## src/rtl/recip_arb_pkg.sv

```systemverilog
// recip_arb_pkg: sequencer state encoding and default watchdog limit
// for the shared reciprocal engine arbiter.
package recip_arb_pkg;
   typedef enum logic [2:0] {S_IDLE, S_ISSUE, S_WAIT, S_RESP, S_FLUSH} st_t;
   localparam int TIMEOUT_DEF = 32;
endpackage

```

## src/rtl/rr_pick.sv

```systemverilog
// rr_pick: combinational round-robin picker; search starts at ptr and wraps,
// returning a one-hot grant, its index and whether anything was requesting.
module rr_pick #(
   parameter int N = 4
) (
   input  logic [N-1:0]         req,
   input  logic [$clog2(N)-1:0] ptr,
   output logic [N-1:0]         gnt,
   output logic [$clog2(N)-1:0] idx,
   output logic                 any
);
   localparam int IW = $clog2(N);
   logic [N-1:0] rot;
   logic [IW:0]  sum;
   logic [IW-1:0] off;
   always_comb begin
      rot = N'({req, req} >> ptr);
      off = '0;
      any = |rot;
      for (int k = N - 1; k >= 0; k--) if (rot[k]) off = IW'(k);
      sum = {1'b0, ptr} + {1'b0, off};
      idx = (sum >= (IW + 1)'(N)) ? IW'(sum - (IW + 1)'(N)) : sum[IW-1:0];
      gnt = any ? (N'(1) << idx) : '0;
   end
endmodule

```

## src/rtl/recip_arbiter.sv

```systemverilog
// recip_arbiter: round-robin sequencer sharing one iterative reciprocal engine
// among N requesters, with a watchdog that aborts and flushes a hung engine.
module recip_arbiter
   import recip_arb_pkg::*;
#(
   parameter int N       = 4,
   parameter int W       = 32,
   parameter int F       = 16,
   parameter int TIMEOUT = TIMEOUT_DEF
) (
   input  logic           clk,
   input  logic           rst_n,
   input  logic [N-1:0]   req_valid,
   output logic [N-1:0]   req_ready,
   input  logic [N*W-1:0] req_x,
   output logic [N-1:0]   rsp_valid,
   input  logic [N-1:0]   rsp_ready,
   output logic [W-1:0]   rsp_data,
   output logic           rsp_invalid,
   output logic           rsp_timeout,
   output logic           eng_start,
   output logic [W-1:0]   eng_x,
   input  logic           eng_done,
   input  logic [W-1:0]   eng_result,
   input  logic           eng_invalid
);
   localparam int IW = $clog2(N);
   localparam int TW = $clog2(TIMEOUT) + 1;
   if (N < 2 || N > 8 || F >= W || TIMEOUT < 2) begin : g_bad_param
      $error("recip_arbiter: parameter out of range");
   end
   st_t state, state_nx;
   logic [IW-1:0] ptr, id, g_idx;
   logic [N-1:0]  gnt;
   logic          g_any, flush, wait_to, flush_to, rsp_hs;
   logic [TW-1:0] tmr;
   logic [W-1:0]  sel_x;
   rr_pick #(.N(N)) u_pick (
      .req (req_valid),
      .ptr (ptr),
      .gnt (gnt),
      .idx (g_idx),
      .any (g_any)
   );
   assign req_ready = (state == S_IDLE && rst_n) ? gnt : '0;
   assign rsp_valid = (state == S_RESP) ? (N'(1) << id) : '0;
   assign eng_start = state == S_ISSUE;
   // timer is cleared on entry, so WAIT aborts as its count steps onto TIMEOUT-1
   assign wait_to   = tmr == TW'(TIMEOUT - 2);
   assign flush_to  = tmr == TW'(TIMEOUT - 1);
   assign rsp_hs    = |(rsp_valid & rsp_ready);
   always_comb begin
      sel_x = '0;
      for (int i = 0; i < N; i++) if (g_idx == IW'(i)) sel_x = req_x[i*W +: W];
   end
   always_comb begin
      state_nx = state;
      case (state)
         S_IDLE:  state_nx = g_any ? S_ISSUE : S_IDLE;
         S_ISSUE: state_nx = S_WAIT;
         S_WAIT:  state_nx = (eng_done || wait_to) ? S_RESP : S_WAIT;
         S_RESP:  state_nx = rsp_hs ? (flush ? S_FLUSH : S_IDLE) : S_RESP;
         S_FLUSH: state_nx = (eng_done || flush_to) ? S_IDLE : S_FLUSH;
         default: state_nx = S_IDLE;
      endcase
   end
   always_ff @(posedge clk or negedge rst_n) begin
      if (!rst_n) begin
         state       <= S_IDLE;
         ptr         <= '0;
         id          <= '0;
         flush       <= 1'b0;
         tmr         <= '0;
         eng_x       <= '0;
         rsp_data    <= '0;
         rsp_invalid <= 1'b0;
         rsp_timeout <= 1'b0;
      end else begin
         state <= state_nx;
         tmr   <= (state == S_WAIT || state == S_FLUSH) ? (&tmr ? tmr : tmr + 1'b1) : '0;
         if (state == S_IDLE && g_any) begin
            eng_x <= sel_x;
            id    <= g_idx;
            ptr   <= (g_idx == IW'(N - 1)) ? '0 : g_idx + 1'b1;
         end
         if (state == S_WAIT && (eng_done || wait_to)) begin
            rsp_data    <= eng_done ? eng_result : '0;
            rsp_invalid <= eng_done && eng_invalid;
            rsp_timeout <= !eng_done;
            flush       <= !eng_done;
         end
      end
   end
endmodule

```

## config.mk

```make
export PLATFORM = sky130hd
export DESIGN_NAME = recip_arbiter
export DESIGN_NICKNAME = d
export VERILOG_FILES = /design/src/rtl/recip_arb_pkg.sv /design/src/rtl/rr_pick.sv /design/src/rtl/recip_arbiter.sv
export SDC_FILE = /design/constraint.sdc
export NUM_CORES = 1
export LEC_CHECK = 0
export CORE_MARGIN = 2
export CORE_UTILIZATION = 37
export DETAILED_ROUTE_END_ITERATION = 10
export GPL_TIMING_DRIVEN = 0
export PLACE_DENSITY = 0.88
export SYNTH_ARGS = -nofsm -noshare
export SYNTH_HDL_FRONTEND = slang
export SYNTH_HIERARCHICAL = 1
export SYNTH_SLANG_ARGS = --single-unit
```

## constraint.sdc

```tcl
create_clock -name clk -period 5.68 [get_ports clk]
set_input_delay 1.136 -clock clk [delete_from_list [all_inputs] [get_ports clk]]
set_output_delay 1.136 -clock clk [all_outputs]
set_load 0.01 [all_outputs]
```

* Word-level counts from Yosys, hierarchy flattened
Cells that the tools add are included.
Storage, ports and cells: logic and storage cells 62, input port bits 172, bits in registers 79
Cells by class: $add $sub $neg 4, shifts and indexed selects 3, eq/ne operators 10, bitwise gates (word level) 1, reductions and logical operators 13, multiplexer cells 22, magnitude comparators 1
Operator list (count):
- 32-bit two-way mux | 5
- 3-bit case mux with 5 select lines | 1
- 6-bit by 5-bit equality test with 1-bit output (second input constant) | 2
- 2-bit two-way mux | 6
- 4-bit two-way mux | 3
- 6-bit two-way mux | 2
- 3-bit two-way mux | 3
- 4-bit OR reduction | 2
- 1-bit by 2-bit left shift with 4-bit output (first input constant) | 2
- 8-bit by 2-bit right shift with 4-bit output | 1
- 6-bit by 1-bit adder with 6-bit output (second input constant) | 1
- 3-bit by 2-bit equality test with 1-bit output (second input constant) | 2
- 6-bit AND reduction | 1
- 4-bit AND | 1
- 2-bit equality test (second input constant) | 2
- 1-bit logical AND | 4
- 2-bit by 2-bit adder with 3-bit output | 1
- 3-bit by 1-bit equality test with 1-bit output (second input constant) | 1
- 3-bit equality test (second input constant) | 1
- 3-bit greater-or-equal comparator (second input constant) | 1
- 3-bit zero test | 1
- 1-bit logical OR | 3
- 2-bit by 1-bit adder with 2-bit output (second input constant) | 1
- 2-bit by 1-bit equality test with 1-bit output (second input constant) | 1
- 5 further kinds | 6

* Longest topological paths before layout
depth in word-level cells 13, mapped depth 15, depth with buffers taken out 12

* Cells and area by module
The synthesis kept the hierarchy.
By module, submodules not included:
- recip_arbiter | area each 4406.7 µm², cells each 515, instances 1
- rr_pick | area each 261.5 µm², cells each 38, instances 1

* Worst setup path after synthesis
Ideal clock, no wire load.
kind input to output, start point in req_valid[0], end point out req_ready[3], arrival 2.541 ns, required time 4.544 ns, setup slack 2.003 ns, stages 9, cells stage by stage inv_1 o21ai_0 a21oi_1 o31a_1 ha_1 nor2b_1 nand2_1 mux2i_1 and2_1
Between the ends: cells in the longest elaborated chain, start to end 11, elaborated cells on any way between the ends 13, classes of those cells add/sub (2); order compare (1); shift (2); mux (7); reduce/logical (1)
RTL lines:
- start, declared | line recip_arbiter.sv:13 | input logic [N-1:0] req_valid,
- 8-bit by 2-bit right shift with 4-bit output (*) | line rr_pick.sv:17 | rot = N'({req, req} >> ptr);
- 2-bit two-way mux (3 in a row) | line rr_pick.sv:20 | for (int k = N - 1; k >= 0; k--) if (rot[k]) off = IW'(k);
- 2-bit two-way mux (*) | line rr_pick.sv:20
- 2-bit by 2-bit adder with 3-bit output (*) | line rr_pick.sv:21 | sum = {1'b0, ptr} + {1'b0, off};
- 3-bit greater-or-equal comparator / 2-bit by 1-bit subtractor with 2-bit output (equally long branches) | line rr_pick.sv:22 | idx = (sum >= (IW + 1)'(N)) ? IW'(sum - (IW + 1)'(N)) : sum[IW-1:0];
- 2-bit two-way mux (*) | line rr_pick.sv:22
- via g_idx[0] | line recip_arbiter.sv:33 | logic [IW-1:0] ptr, id, g_idx;
- 1-bit by 2-bit left shift with 4-bit output (*) | line rr_pick.sv:23 | gnt = any ? (N'(1) << idx) : '0;
- 4-bit two-way mux (*) | line rr_pick.sv:23
- via gnt[3] | line recip_arbiter.sv:34 | logic [N-1:0] gnt;
- 4-bit two-way mux (*) | line recip_arbiter.sv:45 | assign req_ready = (state == S_IDLE && rst_n) ? gnt : '0;
- end, declared | line recip_arbiter.sv:14 | output logic [N-1:0] req_ready,
Mark *: on every way through the listed nets, which the timed path passes. The rest lies on a longest branch.

* Worst setup path after layout
Same ends and word-level chain as after synthesis.

==> results.json <==
{
  "status": "finished, final reports clean",
  "num_rows": 41,
  "yosysWarnings": 6,
  "instances_no_fill": 988,
  "antenna_cells": 0,
  "die_h_um": 116,
  "grt_pass1_wl_mm": 24.2,
  "max-vdd-ir-drop_v": 0.000492,
  "cts.sinks": 79,
  "ios": 247,
  "synth_mux_area_frac": 0.0273,
  "required_ns": 4.54,
  "rr_startpoint": "ptr[1]",
  "synth_cell_types": 49,
  "rsz0062_at_grt": "false",
  "path_class": "in2out",
  "synth_top_area_share": 0.423,
  "fin_crit_sh": 0.876,
  "dieArea_um2": 13500,
  "synth-main-ff-cell": "dfrtp_1",
  "yosys.area_share.adder": 0.0188,
  "first_global_vias": 4939,
  "coreArea_um2": 12500,
  "worst-slew-pin-transition_ns": 0.659,
  "drc": 0,
  "synth-xor-area-share": 0.00750,
  "setup_tns_ns": 0,
  "hold_end": "ptr[1]",
  "finish.instance_area_um2": 7670,
  "cts.repair.resized": 0,
  "dr.pass1.iters": 4,
  "dpl_cell_area_um2": 7360,
  "gr-total-overflow": 0,
  "r2r_slack_ns": 2.21,
  "grt_start_max_net_pins": 44,
  "slew_headroom": 0.560,
  "clk_pin_slew_ns": 0.06,
  "maxCapViolCount": 0,
  "routabilityCongestion": 0.908,
  "final_hold_viol_count": 0,
  "p_leak_nw": 3.14,
  "setup_viol": 0,
  "yosysSeqAreaShare": 0.423,
  "synth_top_family_by_area": "simple AND/OR/NAND/NOR gates",
  "skew_ns": 0.00781,
  "vias": 5057,
  "path_common_cell": "clkdlybuf4s50_1",
  "clk-insertion-delay-late_ns": 0.33,
  "r2r-end": "eng_x[8]",
  "netlist_instances": 553,
  "numCtsBuffers": 9,
  "cp-startpoint": "req_valid[0]",
  "drt.antenna.violating_nets": 0,
  "cts-root-buf": "clkbuf_16",
  "crit_slowest_cell": "clkdlybuf4s50_1",
  "postSynth.asyncResetShare": 1.00,
  "fillCellCount": 1061,
  "cts-htree-levels": 3,
  "power_mw": 4.71,
  "drive_gt1_frac": 0.0539,
  "synth_top_area_cell": "dfrtp_1",
  "syn-num-nets": 732,
  "final_core_util": 0.615,
  "ff_latch_area_um2": 1980,
  "hold_class": "reg2reg",
  "syn_avg_cell_area_um2": 8.44,
  "synth_common_cells": "nand2_1, dfrtp_1, inv_1, nor2_1, a31oi_1",
  "max_stage_delay_ns": 0.59,
  "hpwl_mm": 12.5,
  "grt_use_total": 0.231,
  "routed_wl_mm": 15.8,
  "synth_edf_count": 0,
  "endpoint_kind": "output port",
  "fmax_ghz": 0.201,
  "synth_area_um2": 4670,
  "synth_most_common_cell": "nand2_1",
  "reg2reg_depth": 13,
  "critPathMaxFanout": 7,
  "worstPathCellList": "clkdlybuf4s50_1 -> inv_1 -> o21ai_0 -> a21oi_1 -> o31a_1 -> ha_1 -> nor2b_1 -> nand2_1 -> mux2i_1 -> and2_1 -> clkdlybuf4s50_1",
  "period_minus_slack_ns": 4.98,
  "start_kind": "input port",
  "cts_tree": "built",
  "worstPathArrival_ns": 3.84,
  "viasPerCell": 5.12,
  "die_w_um": 116,
  "dp.cells": 972,
  "clock_path_buffers": 2,
  "wire_per_inst_um": 16.0,
  "start_util": 0.374,
  "multi_input_area_um2": 2320,
  "hold_path_depth": 1,
  "ys_seq_elements": 79,
  "synth-compound-area-share": 0.211,
  "grt_antenna_before_repair": 0,
  "worstHoldStart": "ptr[1]",
  "powerDensity_nw_per_um2": 614,
  "post_cts_buffers": 0,
  "synth-simple-area-share": 0.232,
  "synthTopCellsByArea": "dfrtp_1, nand2_1, a221o_1",
  "area_delta_synth_final_pct": 64.3,
  "cts_hold_buf": 0,
  "nNetsFinal": 990,
  "io_buffers": 246,
  "drt-initial-drc-count": 266,
  "slew_violations": 0
}
[cell usage in the layout, fill, tap and decap left out, types with 2 or more instances in the layout]
cell             instances
ha_1                     7
mux2_1                   3
xor2_1                   2
dfrtp_1                 79
a221o_1                 32
clkbuf_1                28
nor3b_1                  4
o21ai_0                 29
nor2_1                  39
buf_2                   14
nor2b_1                  2
nor4b_1                  2
xnor2_1                  2
a31oi_1                 36
and2_1                   4
buf_4                    4
o21ai_1                  5
nor3_1                   7
o21a_1                   2
inv_1                   39
nor4_1                   3
clkbuf_16                9
buf_6                    2
clkinv_4                 2
clkdlybuf4s50_1        245
and3_1                   2
nand2_1                107
mux2i_1                  6
nand3b_1                35
nand2b_1                 4
a21oi_1                 34
[final cells by class]
cell class / count / area share
timing repair buffer: 247 / 0.323
multi-input combinational: 387 / 0.302
clock buffer: 10 / 0.0312
clock inverter: 6 / 0.00897
buffer: 48 / 0.0294
tap: 172 / 0.0281
inverter: 39 / 0.0191
sequential: 79 / 0.258
[how the worst max path moves through the flow]
stage,to,slack [ns],depth (start not counted)
3_3_place_gp,req_ready[1],-0.97,4
3_5_place_dp,req_ready[3],0.70,11
6_report,req_ready[3],0.70,11
4_1_cts,req_ready[3],0.70,11
2_1_floorplan,req_ready[3],2.00,9
5_1_grt,req_ready[3],0.50,11
[cell families after synthesis]
logic type                 count (synthesis)
and+or+nand+nor                          218
muxes                                     11
DFF                                       79
buffers and inverters                     87
AOI/OAI and AO/OA                        147
xor gates and xnor gates                   4
adders and majority gates                  7
[power breakdown]
part	switching (mW)	leakage, nW	internal, mW	total, mW
clock network	0.240	0.149	0.355	0.594
registers	0.170	0.952	0.829	0.999
logic	1.65	2.04	1.47	3.12
[state kept, by name, summed over array words and instances (netlist names)]
name	flops
eng_x	32
id	2
ptr	2
rsp_data	32
rsp_invalid	1
rsp_timeout	1
state	3
tmr	6
[critical path: cells and delay by family]
kind	cells	cell delay [ns]
buf+inv	3	1.20
fa+ha+maj	1	0.41
simple gates	3	0.41
compound gates	3	0.54
mux	1	0.14
[through the flow]
| step | hold slack [ns] | setup slack (ns) |
|---|---|---|
| global route | 0.518 | 0.495 |
| detailed placement | 0.474 | 0.698 |
| global placement | 0.465 | -0.975 |
| finish | 0.487 | 0.702 |
| floorplan | 0.452 | 2.00 |
| CTS | 0.487 | 0.699 |
[routing by layer]
| metal | share of wire | track usage | vias to the layer above |
|---|---|---|---|
| met5 | 0 | 0 | - |
| met4 | 0.021 | 0.0873 | 0 |
| met3 | 0.089 | 0.0643 | 26 |
| met2 | 0.50 | 0.414 | 218 |
| met1 | 0.39 | 0.261 | 2358 |
| li1 | - | - | 2455 |
No activity file was read; power rests on OpenSTA's default activity.
